<file path="src/rtl/fp_norm_round_pkg.sv">
// Shared FPU normalize/round constants and the stage-1 pipeline record.
package fp_norm_round_pkg;

    localparam int BIAS    = 127;
    localparam int EXP_MAX = 255;
    localparam int MANT_W  = 23;
    localparam int EXP_W   = 8;
    localparam int WEXP_W  = 10;

    // m[30] is the hidden bit once normalized; m[6:0] feed guard/sticky.
    typedef struct packed {
        logic                     sign;
        logic                     zero;
        logic signed [WEXP_W-1:0] exp;
        logic [30:0]              mant;
        logic                     sticky;
    } s1_t;

endpackage

</file>
<file path="src/rtl/fp_norm_round_lzc.sv">
// Leading-zero counter: 32-bit input, 5-bit count, all_zeroes flag.
module lzc (
    input  logic [31:0] data_in,
    output logic [4:0]  count,
    output logic        all_zeroes
);

    always_comb begin
        count      = '0;
        all_zeroes = 1'b1;
        // Scan upward so the highest set bit wins.
        for (int i = 0; i < 32; i++) begin
            if (data_in[i]) begin
                count      = 5'(31 - i);
                all_zeroes = 1'b0;
            end
        end
    end

endmodule

</file>
<file path="src/rtl/fp_norm_round.sv">
// Two-stage normalize (lzc-driven shift) then round-to-nearest-even and
// IEEE-754 single-precision pack, with valid/ready on both sides.
module fp_norm_round
    import fp_norm_round_pkg::*;
(
    input  logic              clk,
    input  logic              rst_n,
    input  logic              in_valid,
    output logic              in_ready,
    input  logic              in_sign,
    input  logic [WEXP_W-1:0] in_exp,
    input  logic [31:0]       in_mant,
    input  logic              in_sticky,
    output logic              out_valid,
    input  logic              out_ready,
    output logic [31:0]       out_result,
    output logic              out_overflow,
    output logic              out_underflow,
    output logic              out_inexact
);

    logic        s1_valid_q, s1_valid_d;
    s1_t         s1_q, s1_d;
    logic        out_valid_q, out_valid_d;
    logic [31:0] out_result_q, out_result_d;
    logic        out_overflow_q, out_overflow_d;
    logic        out_underflow_q, out_underflow_d;
    logic        out_inexact_q, out_inexact_d;

    logic [4:0]  zc;
    logic        mant_zero;
    logic        adv2;

    logic                     lsb, g, s, up;
    logic [24:0]              f;
    logic [MANT_W-1:0]        frac;
    logic signed [WEXP_W-1:0] e2;

    lzc u_lzc (
        .data_in    (in_mant),
        .count      (zc),
        .all_zeroes (mant_zero)
    );

    assign adv2     = !out_valid_q | out_ready;
    assign in_ready = !s1_valid_q | adv2;

    always_comb begin
        s1_valid_d = s1_valid_q;
        s1_d       = s1_q;
        if (in_ready) begin
            s1_valid_d = in_valid;
            if (in_valid) begin
                s1_d.sign   = in_sign;
                s1_d.zero   = 1'b0;
                s1_d.sticky = in_sticky;
                if (in_mant[31]) begin
                    s1_d.mant   = in_mant[31:1];
                    s1_d.exp    = in_exp + 10'd1;
                    s1_d.sticky = in_sticky | in_mant[0];
                end else if (mant_zero) begin
                    s1_d.zero = 1'b1;
                    s1_d.mant = '0;
                    s1_d.exp  = '0;
                end else begin
                    s1_d.mant = 31'(in_mant << (zc - 5'd1));
                    s1_d.exp  = in_exp + 10'd1 - 10'(zc);
                end
            end
        end
    end

    always_comb begin
        lsb  = s1_q.mant[7];
        g    = s1_q.mant[6];
        s    = (|s1_q.mant[5:0]) | s1_q.sticky;
        up   = g & (s | lsb);
        f    = 25'(s1_q.mant[30:7]) + 25'(up);
        // A rounding carry renormalizes right by one; the shifted-out bit is zero.
        frac = f[24] ? f[23:1] : f[22:0];
        e2   = s1_q.exp + 10'(f[24]);

        out_valid_d     = out_valid_q;
        out_result_d    = out_result_q;
        out_overflow_d  = out_overflow_q;
        out_underflow_d = out_underflow_q;
        out_inexact_d   = out_inexact_q;
        if (adv2) begin
            out_valid_d = s1_valid_q;
            if (s1_valid_q) begin
                out_overflow_d  = 1'b0;
                out_underflow_d = 1'b0;
                if (s1_q.zero) begin
                    out_result_d  = {s1_q.sign, 31'b0};
                    out_inexact_d = 1'b0;
                end else if (e2 >= $signed(10'(EXP_MAX))) begin
                    out_result_d   = {s1_q.sign, 8'hFF, 23'b0};
                    out_overflow_d = 1'b1;
                    out_inexact_d  = 1'b1;
                end else if (e2 <= 10'sd0) begin
                    out_result_d    = {s1_q.sign, 31'b0};
                    out_underflow_d = 1'b1;
                    out_inexact_d   = 1'b1;
                end else begin
                    out_result_d  = {s1_q.sign, e2[EXP_W-1:0], frac};
                    out_inexact_d = g | s;
                end
            end
        end
    end

    always_ff @(posedge clk or negedge rst_n) begin
        if (!rst_n) begin
            s1_valid_q      <= 1'b0;
            s1_q            <= '0;
            out_valid_q     <= 1'b0;
            out_result_q    <= '0;
            out_overflow_q  <= 1'b0;
            out_underflow_q <= 1'b0;
            out_inexact_q   <= 1'b0;
        end else begin
            s1_valid_q      <= s1_valid_d;
            s1_q            <= s1_d;
            out_valid_q     <= out_valid_d;
            out_result_q    <= out_result_d;
            out_overflow_q  <= out_overflow_d;
            out_underflow_q <= out_underflow_d;
            out_inexact_q   <= out_inexact_d;
        end
    end

    assign out_valid     = out_valid_q;
    assign out_result    = out_result_q;
    assign out_overflow  = out_overflow_q;
    assign out_underflow = out_underflow_q;
    assign out_inexact   = out_inexact_q;

endmodule

</file>
<file path="config.mk">
export PLATFORM = sky130hd
export DESIGN_NAME = fp_norm_round
export DESIGN_NICKNAME = d
export VERILOG_FILES = /design/src/rtl/fp_norm_round_pkg.sv /design/src/rtl/fp_norm_round_lzc.sv /design/src/rtl/fp_norm_round.sv
export SDC_FILE = /design/constraint.sdc
export NUM_CORES = 1
export LEC_CHECK = 0
export CAP_MARGIN = 20
export CORE_MARGIN = 2
export CORE_UTILIZATION = 55
export DETAILED_ROUTE_END_ITERATION = 8
export GPL_TIMING_DRIVEN = 0
export PLACE_DENSITY = 0.8
export SYNTH_ARGS = -nofsm -noshare
export SYNTH_HDL_FRONTEND = slang
export SYNTH_SLANG_ARGS = --single-unit
</file>
<file path="constraint.sdc">
create_clock -name clk -period 14.06 [get_ports clk]
set_input_delay 2.812 -clock clk [delete_from_list [all_inputs] [get_ports clk]]
set_output_delay 2.812 -clock clk [all_outputs]
set_load 0.005 [all_outputs]
</file>
* Yosys cells after proc, flatten, opt, wreduce, memory -nomap -nowiden
Index checks and enable logic that the tools add are counted.
** Word-level totals
- Register bits after elaboration :: 81
- Bits in latches :: 0
- RAM bits :: 0
- ROM bits :: 0
- Input bits :: 48
- Output and inout bits :: 37
- Logic and storage cells :: 112
- Memories kept :: 0
** Cells by class
- $add $sub $neg :: 5
- Multipliers :: 0
- Divide/modulo/power cells :: 0
- Order comparisons :: 2
- Eq/ne operators :: 0
- Shifts and indexed selects :: 1
- Muxes and demuxes :: 81
- Bitwise logic cells :: 7
- Reductions and logical operators :: 5
** Operators by type and width (count)
- 2-to-1 mux 5 bit :: 32
- 2-to-1 mux 31 bit :: 3
- 2-to-1 mux 41 bit :: 2
- 2-to-1 mux 1 bit :: 43
- << shifter 32 x 5 -> 31 bit :: 1
- adder 24 x 1 -> 25 bit :: 1
- 2-to-1 mux 23 bit :: 1
- adder 10 x 1 -> 10 bit :: 1
- adder 10 x 1 -> 10 bit, second input constant :: 1
- >= comparator 10 x 9 -> 1 bit, second input constant :: 1
- less-or-equal comparator 10 x 1 -> 1 bit, second input constant :: 1
- subtractor 10 x 5 -> 10 bit :: 1
- bitwise OR 1 bit :: 6
- OR reduction 6 bit :: 1
- subtractor 5 x 1 -> 5 bit, second input constant :: 1
- AND reduction 2 bit :: 2
- logical NOT 1 bit :: 2
- bitwise AND 1 bit :: 1

* Longest topological paths before layout
- Depth after elaboration :: 36
- Mapped depth :: 23
- Depth with buffers taken out :: 23

* By module
From an unflattened synthesis, not the netlist that was laid out.
** Second synthesis, totals
- Cells, all modules :: 768
- Area, all modules :: 6601.3 µm²
** Modules (own cells, without submodules)
- fp_norm_round :: instances 1, cells each 701, area each 6229.7 µm², seq. area each 2026.9 µm²
- lzc :: instances 1, cells each 67, area each 371.6 µm², seq. area each 0.0 µm²

* Worst setup path after synthesis
Ideal clock, no wire load.
- Path kind :: input to register
- From :: in in_mant[20]
- To :: reg s1_q[40] (netlist name)
- Setup time :: 0.133 ns
- Data arrival time :: 5.822 ns
- Data required time :: 13.927 ns
- Slack :: 8.105 ns
- Stages :: 18
- Path buffers :: 2
- Path through :: buf_2 nand2b_1 nand4_1 a311oi_2 o21ai_2 inv_2 buf_2 ha_1 inv_1 fa_1 a21o_1 a21oi_1 nor2b_1 nor4_1 nand3_1 xor2_1 nand2_1 o21ai_0
** Between the ends
- Cells in the longest elaborated chain, start to end :: 15
- Elaborated cells on any way between the ends :: 27
- Classes of those cells :: 1 x add/sub; 26 x mux
** RTL lines
- start, declared :: line fp_norm_round.sv:12 : input logic [31:0] in_mant,
- 2-to-1 mux 5 bit (12 in a row) :: line fp_norm_round_lzc.sv:13 : if (data_in[i]) begin
- subtractor 10 x 5 -> 10 bit :: line fp_norm_round.sv:67 : s1_d.exp = in_exp + 10'd1 - 10'(zc);
- 2-to-1 mux 41 bit (*) :: line fp_norm_round.sv:61 : end else if (mant_zero) begin
- 2-to-1 mux 41 bit (*) :: line fp_norm_round.sv:57 : if (in_mant[31]) begin
- end signal, assigned :: line fp_norm_round.sv:115 : s1_q <= '0;
- end signal, assigned :: line fp_norm_round.sv:123 : s1_q <= s1_d;
- end, declared :: line fp_norm_round.sv:23 : s1_t s1_q, s1_d;
Every way passes the cells marked *; elsewhere a longest branch is shown, timed or not.
A chain may end at the register's enable or synchronous reset.

* Final worst setup path
- From :: in in_mant[25]
- To :: reg s1_q[31] (netlist name)
** Between the ends
- Cells in the longest elaborated chain, start to end :: 11
- Elaborated cells on any way between the ends :: 18
- Classes of those cells :: 1 x add/sub; 1 x shift; 16 x mux
** RTL lines
- 2-to-1 mux 5 bit (7 in a row) :: line fp_norm_round_lzc.sv:13
- subtractor 5 x 1 -> 5 bit :: line fp_norm_round.sv:66 : s1_d.mant = 31'(in_mant << (zc - 5'd1));
- << shifter 32 x 5 -> 31 bit :: line fp_norm_round.sv:66
- 2-to-1 mux 41 bit (*) :: line fp_norm_round.sv:61
- 2-to-1 mux 41 bit (*) :: line fp_norm_round.sv:57
Marks and branches as above.

==> run metrics <==
Die Ht 113.2 um; cell class contributing the biggest share of worst-path delay buffers and inverters; clock latency on the worst-skew pair 0.34 ns; violated checks design-rule violations; Worst path most repeated cell clkbuf_1; layout cells sized above 1 10.63%; DR DRC count 7; Die Area 12800 um^2; Synth Flop Type dfrtp_1; nets 903; ys async rst share 100.0%; status complete, but fails checks; CTS Hold Buffers Added 0; P&R area growth vs syn 18.83%; Overall Global Routing Usage 37.12%; Slew Viols, Final 0; ANT cells 0; Ports 85; HP Class reg -> reg; HPWL Detailed 17440 um; pin count of the biggest net entering global routing 82; largest area contributor in the netlist dfrtp_1; synthesized flop and latch total 81; Bufs and invs on worst path 5; Yosys warning count 0; post-synthesis compound-gate area fraction 21.84%; setup TNS 0 ns; post-CTS setup repair buffer count 0; Crit path largest cell delay 0.57 ns; drt first-iter violations 871; P_leak 3.131 nW; Post-Syn Instances 756; Congestion Overflow GR 0; post-synthesis mux area share 12.22%; Synth Area in XOR/XNOR 6.110%; Synth area leaders dfrtp_1 (31%), mux4_2 (9.3%), nand2_1 (5.4%); startpoint types input pin; Max-cap violations 0; sequential area share after synthesis 30.93%; final WL 23510 um; RSZ-0062 raised after global routing no; Routed WL per cell 23.75 um; die width 113.2 um; Post-synth EDFFs 0; CP Data Required Time 14.27 ns; min cycle time layout 7.329 ns; DR vias/cell 6.904; CTS tree built; RePlAce Congestion 1.002; met3 Use GR 5.785%; Critical Path Fanout Max 10; post-synth top area share 30.93%; worst vdd ir 0.00005702 V; vias in the first global route 6669; initial antenna violation count 0; TritonCTS Buffers 9; cell area after synthesis 6553 um^2; post-synthesis adder-cell area fraction 2.406%; FILL cells 898; H-Tree Depth 3; CP Data Arrival Time 7.54 ns; ANT nets after route 0; Tcrit/Tclk final 52.13%; CTS sink count 81; crit-path cells clkdlybuf4s50_1 -> clkbuf_1 -> o31ai_1 -> a211oi_1 -> nand3_1 -> ha_1 -> buf_1 -> clkbuf_1 -> clkbuf_1 -> o21ai_0 -> mux2_1 -> o211ai_1 -> a31oi_1; CTS max path bufs 2; first-pass GRT wire length 36810 um; Post-Synth Simple-Gate Area 21.20%; Netlist cell types 79; Fmax achieved 136.4 MHz; Relative slew margins 35.03%; Tightest Pin Transition 0.9746 ns; Clock Tree Root clkbuf_16; post_cts resized 0; met1 usage 46.83%; pwr dens 113.3 nW/um^2; Final Hold Violating Endpoints 0; I/O Buffers 76; # setup viols final 0; core region area 11520 um^2; clock edge transition at the registers on the reported setup and hold paths 0.06 ns; final setup skew 0.006650 ns; crit path max-delay cell type clkbuf_1; Setup CP Type in -> reg; TritonRoute pass-1 iters 9; met2 Resource Use GR 63.99%; vias after detailed routing 6835; combinational family with the most area after synthesis compound AO/OA/AOI/OAI gates; Finished Core Util 67.61%; syn avg cell area 8.667 um^2; Initial Util 56.90%; synthesized net count 816; row cnt 39; GRT Max-Usage Layer met2; CP Capture Type register
-- placed cells by master, fill, tap and decap left out, drive strengths merged, types with 12 or more instances in the layout --
cell type	n
inv	20
a22o	20
xor2	19
a221oi	12
a21oi	50
nand2	95
buf	25
nor2	74
dfrtp	81
clkbuf	43
nand4	12
xnor2	25
nand3	28
clkdlybuf4s50	75
o21ai	48
nor3	20
and3	14
mux4	27
-- synth_stat cells, drive strengths merged (12+ instances only) --
cell type	number
xnor2	25
xor2	19
dfrtp	81
buf	24
nand2	95
nand3	28
a22o	20
a21oi	50
nor2	74
a221oi	12
nor3	20
o21ai	48
and3	14
inv	20
nand4	12
clkbuf	31
mux4	27
-- cell type report --
| cell class | instances | area [um^2] | area share [%] |
|---|---|---|---|
| flip-flops and latches | 81 | 2027 | 26.03 |
| plain buffers | 55 | 271.5 | 3.487 |
| clock inverters | 3 | 40.04 | 0.5142 |
| multi-input cells | 600 | 4179 | 53.67 |
| well taps | 143 | 178.9 | 2.298 |
| clock buffers | 12 | 256.5 | 3.294 |
| repair buffers | 76 | 758.2 | 9.738 |
| inverters | 20 | 75.07 | 0.9642 |
-- tightest hold or removal path: stages, from the launching register on --
cell and delay (ns):
dfrtp_1 0.35, nand2_1 0.05, nand2_1 0.06
-- sequential cells by signal, summed over array words and instances (netlist names) --
register       count
out_valid          1
out_underflow      1
out_overflow       1
out_inexact        1
out_result        32
s1_valid_q         1
g                  1
lsb                1
s1_q              42
-- where the power goes --
part | total [mW] | internal [mW] | switching [mW]
sequential | 0.317 | 0.277 | 0.0407
combinational | 0.332 | 0.150 | 0.182
clock | 0.233 | 0.145 | 0.0878
total | 0.883 | 0.572 | 0.310
-- final timing paths --
path / slack, ns / cells after the start / start / to
setup / recovery: 6.73 / 13 / in_mant[25] / s1_q[31]$_DFFE_PN0P_
hold / removal: 0.49 / 2 / s1_q[43]$_DFFE_PN0P_ / s1_q[43]$_DFFE_PN0P_
setup reg to reg: 8.06 / 22 / s1_q[3]$_DFFE_PN0P_ / out_result[16]$_DFFE_PN0P_
hold reg to reg: 0.49 / 2 / s1_q[43]$_DFFE_PN0P_ / s1_q[43]$_DFFE_PN0P_
max in group asynchronous: 10.81 / 1 / rst_n / out_result[14]$_DFFE_PN0P_
min in group asynchronous: 2.62 / 1 / rst_n / out_result[29]$_DFFE_PN0P_
-- routing by layer --
layer	part of all wire (%)	up-vias	wire, um
met5	0	-	0
met4	4.0	0	937
met3	8.3	77	1950
met2	48	453	11400
met1	39	3327	9220
li1	-	2978	-
-- metrics by stage --
step                      hold WS (ns)  instances  area (um^2)  total power [mW]  setup slack (ns)
after floorplan                 0.4417        756         6553            0.4972             8.105
after global placement          0.4597        975         7492            0.6231             6.795
after detailed placement        0.4696        975         7490            0.6359             6.584
after CTS                       0.4859        990         7786            0.8725             6.902
after global routing            0.5115        990         7786            0.9153             6.705
final                           0.4916        990         7786            0.8825             6.731
-- cell families after synthesis --
group	after synthesis
XOR/XNOR	44
adder cells (fa/ha/maj)	12
flip-flops	81
AO/OA/AOI/OAI	208
multiplexers	45
AND/OR/NAND/NOR	291
buffers and inverters	75
No activity file was read; power rests on OpenSTA's default activity.
